## config.mk

```make
export PLATFORM = sky130hd
export DESIGN_NAME = serial_bus_master
export DESIGN_NICKNAME = d
export VERILOG_FILES = /design/src/rtl/serial_bus_master.sv
export SDC_FILE = /design/constraint.sdc
export NUM_CORES = 1
export LEC_CHECK = 0
export BUFFER_PORTS_ARGS = -buffer_cell sky130_fd_sc_hd__buf_4
export CAP_MARGIN = 40
export CORE_ASPECT_RATIO = 0.75
export CORE_MARGIN = 4
export CORE_UTILIZATION = 41
export DETAILED_ROUTE_END_ITERATION = 10
export GPL_ROUTABILITY_DRIVEN = 0
export SYNTH_ARGS = -nofsm -noshare
export SYNTH_HDL_FRONTEND = slang
export SYNTH_SLANG_ARGS = --single-unit
```

## constraint.sdc

```tcl
create_clock -name clk -period 2.4 [get_ports clk]
set_input_delay 0.36 -clock clk [delete_from_list [all_inputs] [get_ports clk]]
set_output_delay 0.36 -clock clk [all_outputs]
set_load 0.02 [all_outputs]
```

## src/rtl/serial_bus_master.sv

```systemverilog
// Byte-stream driven bus initiator: host command frames from the UART receive path become
// single read/write cycles on the uds/lds/rw/ack bus, with results returned as UART bytes.
module serial_bus_master #(
    parameter int unsigned TIMEOUT = 1024
) (
    input  logic        clk,
    input  logic        reset_n,
    input  logic [7:0]  rx_data,
    input  logic        rx_valid,
    output logic [7:0]  tx_data,
    output logic        tx_start,
    input  logic        tx_busy,
    output logic [23:0] master_addr,
    output logic [15:0] master_write,
    input  logic [15:0] master_read,
    output logic        master_uds,
    output logic        master_lds,
    output logic        rw,
    input  logic        master_ack,
    output logic        busy
);

    localparam int unsigned CW = (TIMEOUT > 1) ? $clog2(TIMEOUT) : 1;

    typedef enum logic [2:0] {IDLE, A2, A1, A0, D1, D0, BUS, RESP} state_t;

    state_t          state, state_nx;
    logic            is_read, is_word;
    logic [7:0]      data_hi;
    logic [CW-1:0]   bus_cnt;
    logic [15:0]     resp_buf;
    logic [1:0]      resp_left;
    logic            wait_rise;
    logic            valid_op;
    logic            timeout_hit;

    assign valid_op = (rx_data == 8'h52) || (rx_data == 8'h57) ||
                      (rx_data == 8'h72) || (rx_data == 8'h77);

    // Counter holds the number of ack-less cycles already completed in BUS.
    assign timeout_hit = (TIMEOUT != 0) && !master_ack && (bus_cnt == CW'(TIMEOUT - 1));

    assign busy = (state != IDLE);

    always_ff @(posedge clk or negedge reset_n) begin
        if (!reset_n) begin
            state <= IDLE;
        end else begin
            state <= state_nx;
        end
    end

    always_comb begin
        state_nx = state;
        case (state)
            IDLE: if (rx_valid) state_nx = valid_op ? A2 : RESP;
            A2:   if (rx_valid) state_nx = A1;
            A1:   if (rx_valid) state_nx = A0;
            A0: begin
                if (rx_valid) begin
                    if (is_word && rx_data[0]) state_nx = RESP;
                    else if (is_read)          state_nx = BUS;
                    else if (is_word)          state_nx = D1;
                    else                       state_nx = D0;
                end
            end
            D1:   if (rx_valid) state_nx = D0;
            D0:   if (rx_valid) state_nx = BUS;
            BUS:  if (master_ack || timeout_hit) state_nx = RESP;
            RESP: if (tx_start && (resp_left == 2'd0)) state_nx = IDLE;
            default: state_nx = IDLE;
        endcase
    end

    always_ff @(posedge clk or negedge reset_n) begin
        if (!reset_n) begin
            tx_data      <= '0;
            tx_start     <= 1'b0;
            master_addr  <= '0;
            master_write <= '0;
            master_uds   <= 1'b0;
            master_lds   <= 1'b0;
            rw           <= 1'b1;
            is_read      <= 1'b0;
            is_word      <= 1'b0;
            data_hi      <= '0;
            bus_cnt      <= '0;
            resp_buf     <= '0;
            resp_left    <= '0;
            wait_rise    <= 1'b0;
        end else begin
            tx_start <= 1'b0;
            case (state)
                IDLE: begin
                    if (rx_valid) begin
                        is_read   <= (rx_data == 8'h52) || (rx_data == 8'h72);
                        is_word   <= (rx_data == 8'h52) || (rx_data == 8'h57);
                        resp_buf  <= {8'h3F, 8'h00};
                        resp_left <= 2'd1;
                        wait_rise <= 1'b0;
                    end
                end
                A2: if (rx_valid) master_addr[23:16] <= rx_data;
                A1: if (rx_valid) master_addr[15:8] <= rx_data;
                A0: begin
                    if (rx_valid) begin
                        master_addr[7:0] <= rx_data;
                        if (is_word && rx_data[0]) begin
                            resp_buf  <= {8'h21, 8'h00};
                            resp_left <= 2'd1;
                        end else if (is_read) begin
                            master_uds <= is_word || !rx_data[0];
                            master_lds <= is_word || rx_data[0];
                            rw         <= 1'b1;
                            bus_cnt    <= '0;
                        end
                    end
                end
                D1: if (rx_valid) data_hi <= rx_data;
                D0: begin
                    if (rx_valid) begin
                        master_write <= is_word ? {data_hi, rx_data} : {rx_data, rx_data};
                        master_uds   <= is_word || !master_addr[0];
                        master_lds   <= is_word || master_addr[0];
                        rw           <= 1'b0;
                        bus_cnt      <= '0;
                    end
                end
                BUS: begin
                    wait_rise <= 1'b0;
                    if (master_ack) begin
                        master_uds <= 1'b0;
                        master_lds <= 1'b0;
                        rw         <= 1'b1;
                        if (is_read && is_word)  resp_buf <= master_read;
                        else if (!is_read)       resp_buf <= {8'h4B, 8'h00};
                        else if (master_addr[0]) resp_buf <= {master_read[7:0], 8'h00};
                        else                     resp_buf <= {master_read[15:8], 8'h00};
                        resp_left <= (is_read && is_word) ? 2'd2 : 2'd1;
                    end else begin
                        bus_cnt <= bus_cnt + 1'b1;
                        if (timeout_hit) begin
                            master_uds <= 1'b0;
                            master_lds <= 1'b0;
                            rw         <= 1'b1;
                            resp_buf   <= {8'h54, 8'h00};
                            resp_left  <= 2'd1;
                        end
                    end
                end
                RESP: begin
                    // A second byte needs a full rise/fall of tx_busy from the first one.
                    if (wait_rise) begin
                        if (tx_busy) wait_rise <= 1'b0;
                    end else if (!tx_busy && !tx_start && (resp_left != 2'd0)) begin
                        tx_start  <= 1'b1;
                        tx_data   <= resp_buf[15:8];
                        resp_buf  <= {resp_buf[7:0], 8'h00};
                        resp_left <= resp_left - 2'd1;
                        wait_rise <= (resp_left == 2'd2);
                    end
                end
                default: ;
            endcase
        end
    end

endmodule

```

==> metrics.csv, run 1 <==
stage,metric,value,unit
status,status,"finished, violations left",
status,violated_checks,negative hold slack,
setup_path,setup.worst_path.class,flip-flop to flip-flop,
die,die_area,12400,um2
logic_synthesis,ys.warnings.count,0,
routing,routed-wl-met2,4810,um
clock_tree,clockRootBuffer,sky130_fd_sc_hd__clkbuf_16,
setup_path,critical_path_arrival,2.50,ns
min_path,worstHoldPathType,primary input to asynchronous set/reset pin,
clock_tree,numClockSinks,94,
logic_synthesis,netlist.top_cell.by_area,sky130_fd_sc_hd__dfrtp_1,
final_layout,antenna_cells,0,
logic_synthesis,synth-seq-area-share,0.538,
logic_synthesis,synth.net_count,430,
sta,fin_crit,2.28,ns
logic_synthesis,yosys.cell_count.top_type,sky130_fd_sc_hd__dfrtp_1,
setup_path,path_cells,inv_1 > ha_1 > or4_1 > a21oi_2 > buf_4 > o2bb2ai_1 > a22o_1,
sta,hold_ws,-0.00955,ns
final_layout,nNetsFinal,521,
sta,clock-skew-final,0.00335,ns
die,initial_cell_density_of_the_core,0.422,
routing,post_drt_via_cell_ratio,5.34,
clock_tree,clockBufferDepth,2,
clock_tree,cts.reportedPaths.clkPinSlew,0.06,ns
clock_tree,ctsHoldBuffers,0,
die,floorplan.die.height,97.5,um
routing,dr.max_layer_used,met4,
die,floorplan.die.width,127,um
clock_tree,clkLatencyLatePin,0.34,ns
grt,remaining_global_route_overflow,0,
logic_synthesis,yosys_most_used_dff,sky130_fd_sc_hd__dfrtp_1,
logic_synthesis,synth-async-reset-ratio,1.00,
power_and_ir_drop,power-per-cell-area,1200,nW/um2
logic_synthesis,synthDistinctLibCells,55,
grt,grt_util_all_layers,0.179,
place,numPortBuffers,81,
routing,postRouteWirelength,10700,um
routing,antenna_violating_nets_post_route,0,
logic_synthesis,netlist_top_cells_count,"sky130_fd_sc_hd__dfrtp_1 (93), sky130_fd_sc_hd__nand2_1 (73), sky130_fd_sc_hd__mux2_2 (39), sky130_fd_sc_hd__o21ai_0 (24), sky130_fd_sc_hd__a21oi_1 (17)",
logic_synthesis,postSynthAreaPerCell,11.0,um2
sta,report.final.setup_viol,0,
die,fp.coreArea,10400,um2
grt,grt_start_max_net_pins,55,
die,placement_rows,32,
sta,min_period_over_period,0.948,
setup_path,ff2ff_setup_slack,0.12,ns
die,io_pins,82,
routing,initialDrtViolationCount,257,
logic_synthesis,cell_types_with_the_largest_area_share_after_synthesis,"sky130_fd_sc_hd__dfrtp_1 (53%), sky130_fd_sc_hd__mux2_2 (10%), sky130_fd_sc_hd__nand2_1 (6.3%)",
clock_tree,cts_tree,built,
grt,via_count_of_the_first_global_routing_pass,3323,
logic_synthesis,post_synth_inst_count,398,
setup_path,timing.reg2reg.worst_path_depth,7,
clock_tree,numCtsBuffers,9,
routing,wl_met3,542,um
clock_tree,htree_levels,3,
logic_synthesis,synth_top_cell_area_share,0.532,
power_and_ir_drop,power.leakage,2.58,nW
place,hpwlAfterDp,7710,um
sta,fmaxAchievable,0.440,GHz
setup_path,crit_path_start_kind,flip-flop,
run,maxCapViolCount,0,
sta,slew_headroom,0.523,
logic_synthesis,summed_instance_area_of_the_synthesized_netlist,4380,um2
routing,wl_per_cell,17.0,um
routing,vias,3366,
power_and_ir_drop,peakVddDrop,0.714,mV
setup_path,timing.critical_path.slowest_stage_cell,sky130_fd_sc_hd__or4_1,
routing,detail_route.drc_violations,0,
final_layout,layout-drive-gt1-share,0.334,
sta,tightest_slew,0.715,ns
setup_path,maximum_net_fanout_on_the_critical_path,8,
sta,setup-tns-final,0,ns
setup_path,critPathRequiredTime,2.62,ns
final_layout,area_growth_syn_to_layout,26.5,%
sta,timing_max_transition_violations_final,0,
grt,grt_first_pass_wirelength,17600,um
logic_synthesis,synth_edf_count,0,
setup_path,setup.worst_path.end_class,flip-flop,
routing,firstDrtPassIters,4,
power_and_ir_drop,p_total,6.66,mW
routing,wl_met1,5170,um
setup_path,cp_peak_stage_delay,0.57,ns
sta,rsz0062_at_grt,no,
setup_path,rr_startpoint,resp_left[0],
sta,number_of_endpoints_with_negative_hold_slack_in_the_final_report,6,
setup_path,r2r_end,resp_buf[0],
grt,antenna_found_initial,0,
logic_synthesis,ys_ff_latch,94,
==> layout by cell type, fill, tap and decap left out, types with 4 or more instances in the layout <==
cell                          n
sky130_fd_sc_hd__buf_4      101
sky130_fd_sc_hd__dfrtp_1     93
sky130_fd_sc_hd__nand2_1     73
sky130_fd_sc_hd__mux2_2      39
sky130_fd_sc_hd__o21ai_0     24
sky130_fd_sc_hd__a21oi_1     16
sky130_fd_sc_hd__mux2i_1     15
sky130_fd_sc_hd__nand3_1     12
sky130_fd_sc_hd__clkbuf_16    9
sky130_fd_sc_hd__inv_1        8
sky130_fd_sc_hd__o31ai_1      8
sky130_fd_sc_hd__a22o_1       8
sky130_fd_sc_hd__or4_1        6
sky130_fd_sc_hd__a211oi_1     6
sky130_fd_sc_hd__nor2_1       6
sky130_fd_sc_hd__or3_1        4
sky130_fd_sc_hd__and3b_1      4
sky130_fd_sc_hd__and3_1       4
==> critical path: cells and delay by family, from the launching register on <==
family	cells	cell delay (ns)
buffers and inverters	2	0.22
adders and majority gates	1	0.23
AOI/OAI and AO/OA	3	0.78
and+or+nand+nor	1	0.57
DFF	1	0.36
==> routing by layer <==
layer | GRT usage | vias up
li1 | - | 1614
met1 | 0.259 | 1667
met2 | 0.262 | 73
met3 | 0.0533 | 12
met4 | 0.0470 | 0
met5 | 0 | -
==> flip-flops by register name, summed over array words and instances (netlist names) <==
name and cells:
bus_cnt 10, data_hi 8, is_read 1, is_word 1
master_addr 24, master_lds 1, master_uds 1, master_write 16
resp_buf 16, resp_left 2, rw 1, state 3
tx_data 8, tx_start 1, wait_rise 1
==> cell type report <==
cell class	count	area, um2
clock buffers	13	260
flip-flops and latches	94	2350
clock inverters	3	42.5
repair buffers	102	778
well taps	136	170
fillers	911	4840
inverters	9	33.8
multi-input cells	273	1890
==> where the power goes <==
group	internal (mW)	leakage [nW]	total (mW)	switching (mW)
Clock	0.863	0.146	1.43	0.571
Sequential	2.16	1.20	2.52	0.367
Combinational	1.25	1.24	2.70	1.46
==> worst max path at each step <==
stage / start / to / slack, ns
floorplan: resp_left[0] / resp_buf[10] / 0.19
global placement: resp_left[0] / resp_left[0] / 0.12
detailed placement: resp_left[0] / resp_buf[15] / 0.06
CTS: resp_left[0] / resp_buf[15] / 0.03
global route: resp_left[0] / resp_buf[15] / 0.03
finish: resp_left[0] / resp_buf[0] / 0.12
==> metrics by stage <==
| stage | instance area [um2] | hold slack (ns) | instances | util | setup slack [ns] |
|---|---|---|---|---|---|
| final | 5530 | -0.00955 | 630 | 0.534 | 0.125 |
| after global routing | 5530 | 0.0280 | 630 | 0.534 | 0.0332 |
| after CTS | 5510 | 0.00737 | 628 | 0.532 | 0.0349 |
| after detailed placement | 5210 | 0.380 | 612 | 0.503 | 0.0592 |
| after global placement | 5210 | 0.381 | 612 | 0.503 | 0.121 |
| after floorplan | 4380 | 0.0644 | 398 | - | 0.194 |
==> logic make-up (layout without fill, tap and decap cells) <==
| group | after synthesis | after routing | share of synthesized area |
|---|---|---|---|
| flops | 94 | 94 | 0.538 |
| compound gates | 82 | 82 | 0.132 |
| buf+inv | 31 | 127 | 0.0300 |
| xor+xnor | 2 | 2 | 0.00400 |
| simple gates | 132 | 132 | 0.153 |
| fa+ha+maj | 3 | 3 | 0.00858 |
| mux | 54 | 54 | 0.135 |
==> timing repair <==
item / in CTS / in global routing
setup buffers: 0 / 2
gates resized for setup: 0 / 1
endpoints found under the hold margin: 0 / 0
endpoints found under the setup margin: 0 / 15
Note: power is estimated with default switching activity, not from simulation.
==> run 2, diff against run 1 <==
PLACE_DENSITY = 0.62   (was default)
==> metrics.csv, run 2 (synthesis gave the netlist of run 1 again) <==
stage,metric,value,unit
clock_tree,clockBufferDepth,2,
die,floorplan.die.width,127,um
final_layout,layout.cells.most_common_list,"sky130_fd_sc_hd__buf_4 (100), sky130_fd_sc_hd__dfrtp_1 (92), sky130_fd_sc_hd__nand2_1 (73)",
routing,wl_met3,549,um
clock_tree,numClockSinks,94,
setup_path,crit_path_start_kind,flip-flop,
final_layout,area_growth_syn_to_layout,26.0,%
setup_path,setup.worst_path.class,flip-flop to flip-flop,
final_layout,mostFrequentLayoutCell,sky130_fd_sc_hd__buf_4,
sta,min_period_over_period,0.960,
min_path,worstHoldPathType,primary input to asynchronous set/reset pin,
grt,via_count_of_the_first_global_routing_pass,3404,
power_and_ir_drop,p_total,6.59,mW
die,initial_cell_density_of_the_core,0.422,
setup_path,critical_path_arrival,2.53,ns
sta,report.final.setup_viol,0,
sta,fin_crit,2.30,ns
final_layout,nNetsFinal,520,
setup_path,critPathRequiredTime,2.63,ns
grt,grt_util_all_layers,0.177,
power_and_ir_drop,power-per-cell-area,1190,nW/um2
die,placement_rows,32,
clock_tree,htree_levels,3,
grt,antenna_found_initial,0,
grt,grt_start_max_net_pins,50,
setup_path,maximum_net_fanout_on_the_critical_path,10,
routing,routed-wl-met2,4800,um
final_layout,registers.top_by_ff_count,master_addr,
place,hpwlAfterDp,7710,um
clock_tree,cts.reportedPaths.clkPinSlew,0.07,ns
routing,vias,3343,
sta,slew_headroom,0.549,
final_layout,largestRegisters,"master_addr x24, master_write x16, resp_buf x16",
routing,post_drt_via_cell_ratio,5.31,
routing,wl_met1,5070,um
clock_tree,clockRootBuffer,sky130_fd_sc_hd__clkbuf_16,
routing,wl_per_cell,16.7,um
routing,detail_route.drc_violations,0,
sta,clock-skew-final,0.00797,ns
final_layout,largest_register_ffs,24,
final_layout,fillers,942,
run,maxCapViolCount,0,
place,numPortBuffers,81,
sta,fmaxAchievable,0.434,GHz
die,fp.coreArea,10400,um2
power_and_ir_drop,power.leakage,2.58,nW
clock_tree,numCtsBuffers,9,
routing,postRouteWirelength,10500,um
sta,tightest_slew,0.676,ns
clock_tree,cts_tree,built,
die,io_pins,82,
routing,firstDrtPassIters,5,
final_layout,antenna_cells,0,
clock_tree,clkLatencyLatePin,0.34,ns
sta,number_of_endpoints_with_negative_hold_slack_in_the_final_report,0,
routing,initialDrtViolationCount,192,
die,floorplan.die.height,97.5,um
status,status,finished clean,
sta,rsz0062_at_grt,no,
grt,remaining_global_route_overflow,0,
setup_path,setup.worst_path.end_class,flip-flop,
clock_tree,post-cts-setup-buffers,0,
grt,grt_first_pass_wirelength,17700,um
sta,setup-tns-final,0,ns
power_and_ir_drop,peakVddDrop,0.617,mV
final_layout,layout-drive-gt1-share,0.335,
die,die_area,12400,um2
sta,timing_max_transition_violations_final,0,
routing,antenna_violating_nets_post_route,0,
routing,dr.max_layer_used,met4,
run 2: cell count changes in the layout (fill, tap and decap cells not counted):
cell and change:
sky130_fd_sc_hd__buf_4 -1, sky130_fd_sc_hd__clkbuf_8 -2, sky130_fd_sc_hd__clkinv_2 +1, sky130_fd_sc_hd__clkinv_4 +1, sky130_fd_sc_hd__clkinvlp_4 -1, sky130_fd_sc_hd__dfrtp_1 -1, sky130_fd_sc_hd__dfrtp_2 +1, sky130_fd_sc_hd__inv_6 +1
run 2: metrics by stage:
stage	setup slack, ns	cells	util	area (um2)	hold WS (ns)
4_1_cts	0.0183	629	0.531	5510	0.0734
6_report	0.0963	629	0.532	5510	0.0558
3_5_place_dp	0.0300	613	0.503	5220	0.441
5_1_grt	0.0176	629	0.532	5510	0.111
3_3_place_gp	0.116	613	0.503	5220	0.435
2_1_floorplan	0.194	398	-	4380	0.0644
run 2: critical path, cell delays in order, from the launching register on:
cell	delay (ns)
sky130_fd_sc_hd__dfrtp_1	0.37
sky130_fd_sc_hd__inv_1	0.07
sky130_fd_sc_hd__ha_1	0.23
sky130_fd_sc_hd__or4_1	0.58
sky130_fd_sc_hd__a21oi_2	0.23
sky130_fd_sc_hd__a2bb2oi_4	0.33
sky130_fd_sc_hd__mux2_2	0.38
run 2: per-layer routing:
layer,global-route usage,vias up
met5,0,-
met3,0.0412,10
met4,0.0445,0
li1,-,1612
met2,0.266,68
met1,0.259,1653
run 2: path summary, 6_finish.rpt:
check                                     from            to  slack [ns]  depth (start not counted)
worst max-delay path              resp_left[0]  resp_buf[12]         0.1                          6
worst min-delay path                   reset_n    bus_cnt[2]        0.06                          1
worst max register to register    resp_left[0]  resp_buf[12]         0.1                          6
worst min register to register      tx_data[1]    tx_data[1]        0.47                          2
max in group asynchronous              reset_n   resp_buf[8]        1.69                          2
min in group clk                master_read[2]   resp_buf[2]        0.25                          2
run 2: what timing repair did:
item,4_1_cts,5_1_grt
hold buffers,0,0
setup endpoints to repair,0,16
resized for setup,0,2
run 2: report_power, final:
part	total, mW	internal [mW]	switching (mW)
clock	1.39	0.810	0.582
combinational	2.68	1.22	1.46
sequential	2.51	2.16	0.357
run 2: area by class of cell:
class,instances,area (um2),area share
Sequential cell,94,2350,0.427
Tap cell,136,170,0.0309
Multi-Input combinational cell,273,1890,0.344
Clock inverter,5,57.6,0.0104
Inverter,9,33.8,0.00613
Clock buffer,11,233,0.0422
Timing Repair Buffer,101,771,0.140
==> run 3, diff against run 2 <==
CAP_MARGIN = 25   (was 40)
PLACE_DENSITY = default   (was 0.62)
PLACE_DENSITY_LB_ADDON = 0.05   (was default)
==> metrics.csv, run 3 (synthesis gave the netlist of run 1 again) <==
stage,metric,value,unit
clock_tree,cts_tree,built,
routing,antenna_violating_nets_post_route,0,
min_path,worstHoldPathType,primary input to flip-flop,
sta,report.final.setup_viol,0,
sta,fin_crit,2.23,ns
grt,grt.busiest_layer,met1,
place,numPortBuffers,81,
die,floorplan.die.width,127,um
clock_tree,numCtsBuffers,9,
final_layout,largest_register_ffs,24,
grt,met1_usage,0.272,
run,maxCapViolCount,0,
setup_path,critical_path_arrival,2.45,ns
setup_path,critPathRequiredTime,2.62,ns
final_layout,antenna_cells,0,
min_path,min_delay_path_depth,2,
final_layout,area_growth_syn_to_layout,26.9,%
routing,vias,3411,
setup_path,setup.worst_path.end_class,flip-flop,
grt,met3_usage,0.0538,
routing,postRouteWirelength,10700,um
grt,antenna_found_initial,0,
power_and_ir_drop,power.leakage,2.59,nW
routing,detail_route.drc_violations,0,
grt,grt_util_all_layers,0.183,
grt,grt_util_met2,0.263,
die,floorplan.die.height,97.5,um
grt,grt_first_pass_wirelength,18000,um
final_layout,largestRegisters,"master_addr x24, master_write x16, resp_buf x16",
sta,setup-tns-final,0,ns
setup_path,timing.reg2reg.worst_path_depth,6,
final_layout,fin_util,0.535,
final_layout,fillers,963,
setup_path,setup.worst_path.class,flip-flop to flip-flop,
grt,grt_start_max_net_pins,38,
routing,post_drt_via_cell_ratio,5.41,
die,die_area,12400,um2
sta,tightest_slew,0.632,ns
sta,rsz0062_at_grt,no,
status,status,finished clean,
final_layout,layout-drive-gt1-share,0.338,
sta,number_of_endpoints_with_negative_hold_slack_in_the_final_report,0,
clock_tree,htree_levels,3,
power_and_ir_drop,peakVddDrop,0.794,mV
final_layout,mostFrequentLayoutCell,sky130_fd_sc_hd__buf_4,
grt,remaining_global_route_overflow,0,
die,placement_rows,32,
clock_tree,clockRootBuffer,sky130_fd_sc_hd__clkbuf_16,
final_layout,nNetsFinal,521,
setup_path,maximum_net_fanout_on_the_critical_path,8,
final_layout,layout.cell_area.non_filler,5550,um2
sta,clock-skew-final,0.00896,ns
final_layout,seq_area,2350,um2
clock_tree,cts.reportedPaths.clkPinSlew,0.07,ns
setup_path,crit_path_start_kind,flip-flop,
grt,via_count_of_the_first_global_routing_pass,3329,
die,io_pins,82,
clock_tree,numClockSinks,94,
final_layout,layout.cells.most_common_list,"sky130_fd_sc_hd__buf_4 (100), sky130_fd_sc_hd__dfrtp_1 (93), sky130_fd_sc_hd__nand2_1 (73)",
die,fp.coreArea,10400,um2
routing,wl_per_cell,16.9,um
place,hpwlAfterDp,7810,um
sta,fmaxAchievable,0.449,GHz
final_layout,registers.top_by_ff_count,master_addr,
power_and_ir_drop,power-per-cell-area,1200,nW/um2
final_layout,multi_input_comb_area,1910,um2
routing,firstDrtPassIters,4,
routing,initialDrtViolationCount,191,
clock_tree,post-cts-setup-buffers,0,
sta,slew_headroom,0.579,
sta,min_period_over_period,0.929,
clock_tree,clockBufferDepth,2,
clock_tree,clkLatencyLatePin,0.34,ns
die,initial_cell_density_of_the_core,0.422,
sta,timing_max_transition_violations_final,0,
place,dpl_cell_area,5220,um2
==> run 3: timing repair <==
action,in CTS,in global routing
hold endpoints to repair,27,0
hold buffers,1,0
endpoints found under the setup margin,0,18
gates resized for setup,0,3
==> run 3: worst max-delay path: stages (launching register included) <==
cell	delay (ns)
sky130_fd_sc_hd__dfrtp_1	0.36
sky130_fd_sc_hd__inv_1	0.07
sky130_fd_sc_hd__ha_1	0.23
sky130_fd_sc_hd__or4_4	0.57
sky130_fd_sc_hd__a21oi_4	0.21
sky130_fd_sc_hd__a2bb2oi_4	0.30
sky130_fd_sc_hd__mux2_2	0.38
==> run 3: path summary, 6_finish.rpt <==
path	start	endpoint	slack, ns
setup / recovery	resp_left[0]	resp_buf[13]	0.17
hold / removal	master_read[5]	resp_buf[5]	0.25
setup reg to reg	resp_left[0]	resp_buf[13]	0.17
hold reg to reg	resp_buf[10]	tx_data[2]	0.48
max in group asynchronous	reset_n	rw	1.23
min in group asynchronous	reset_n	tx_data[4]	0.53
==> run 3: stage by stage <==
stage               hold slack [ns]  total power [mW]  worst slack, ns  instances
finish                        0.245              6.66            0.171        630
global route                  0.230              7.12           0.0373        630
CTS                           0.234              6.72           0.0129        630
detailed placement            0.359              5.23           0.0530        613
global placement              0.356              5.17            0.111        613
floorplan                    0.0644              4.12            0.194        398
==> run 3: final cells by class <==
| type | instances | share of cell area |
|---|---|---|
| Multi-Input combinational cell | 273 | 0.343 |
| Clock buffer | 10 | 0.0430 |
| Tap cell | 136 | 0.0307 |
| Timing Repair Buffer | 102 | 0.141 |
| Inverter | 9 | 0.00609 |
| Clock inverter | 6 | 0.0124 |
| Sequential cell | 94 | 0.424 |
==> run 3: power by group <==
group	internal, mW	leakage [nW]	switching [mW]
sequential	2.15	1.20	0.367
combinational	1.23	1.24	1.45
clock	0.843	0.149	0.618
==> run 3: metal layers <==
metal	wire, um	vias to the layer above
li1	-	1620
met1	5130	1698
met2	4710	86
met3	715	7
met4	103	0
met5	0	-
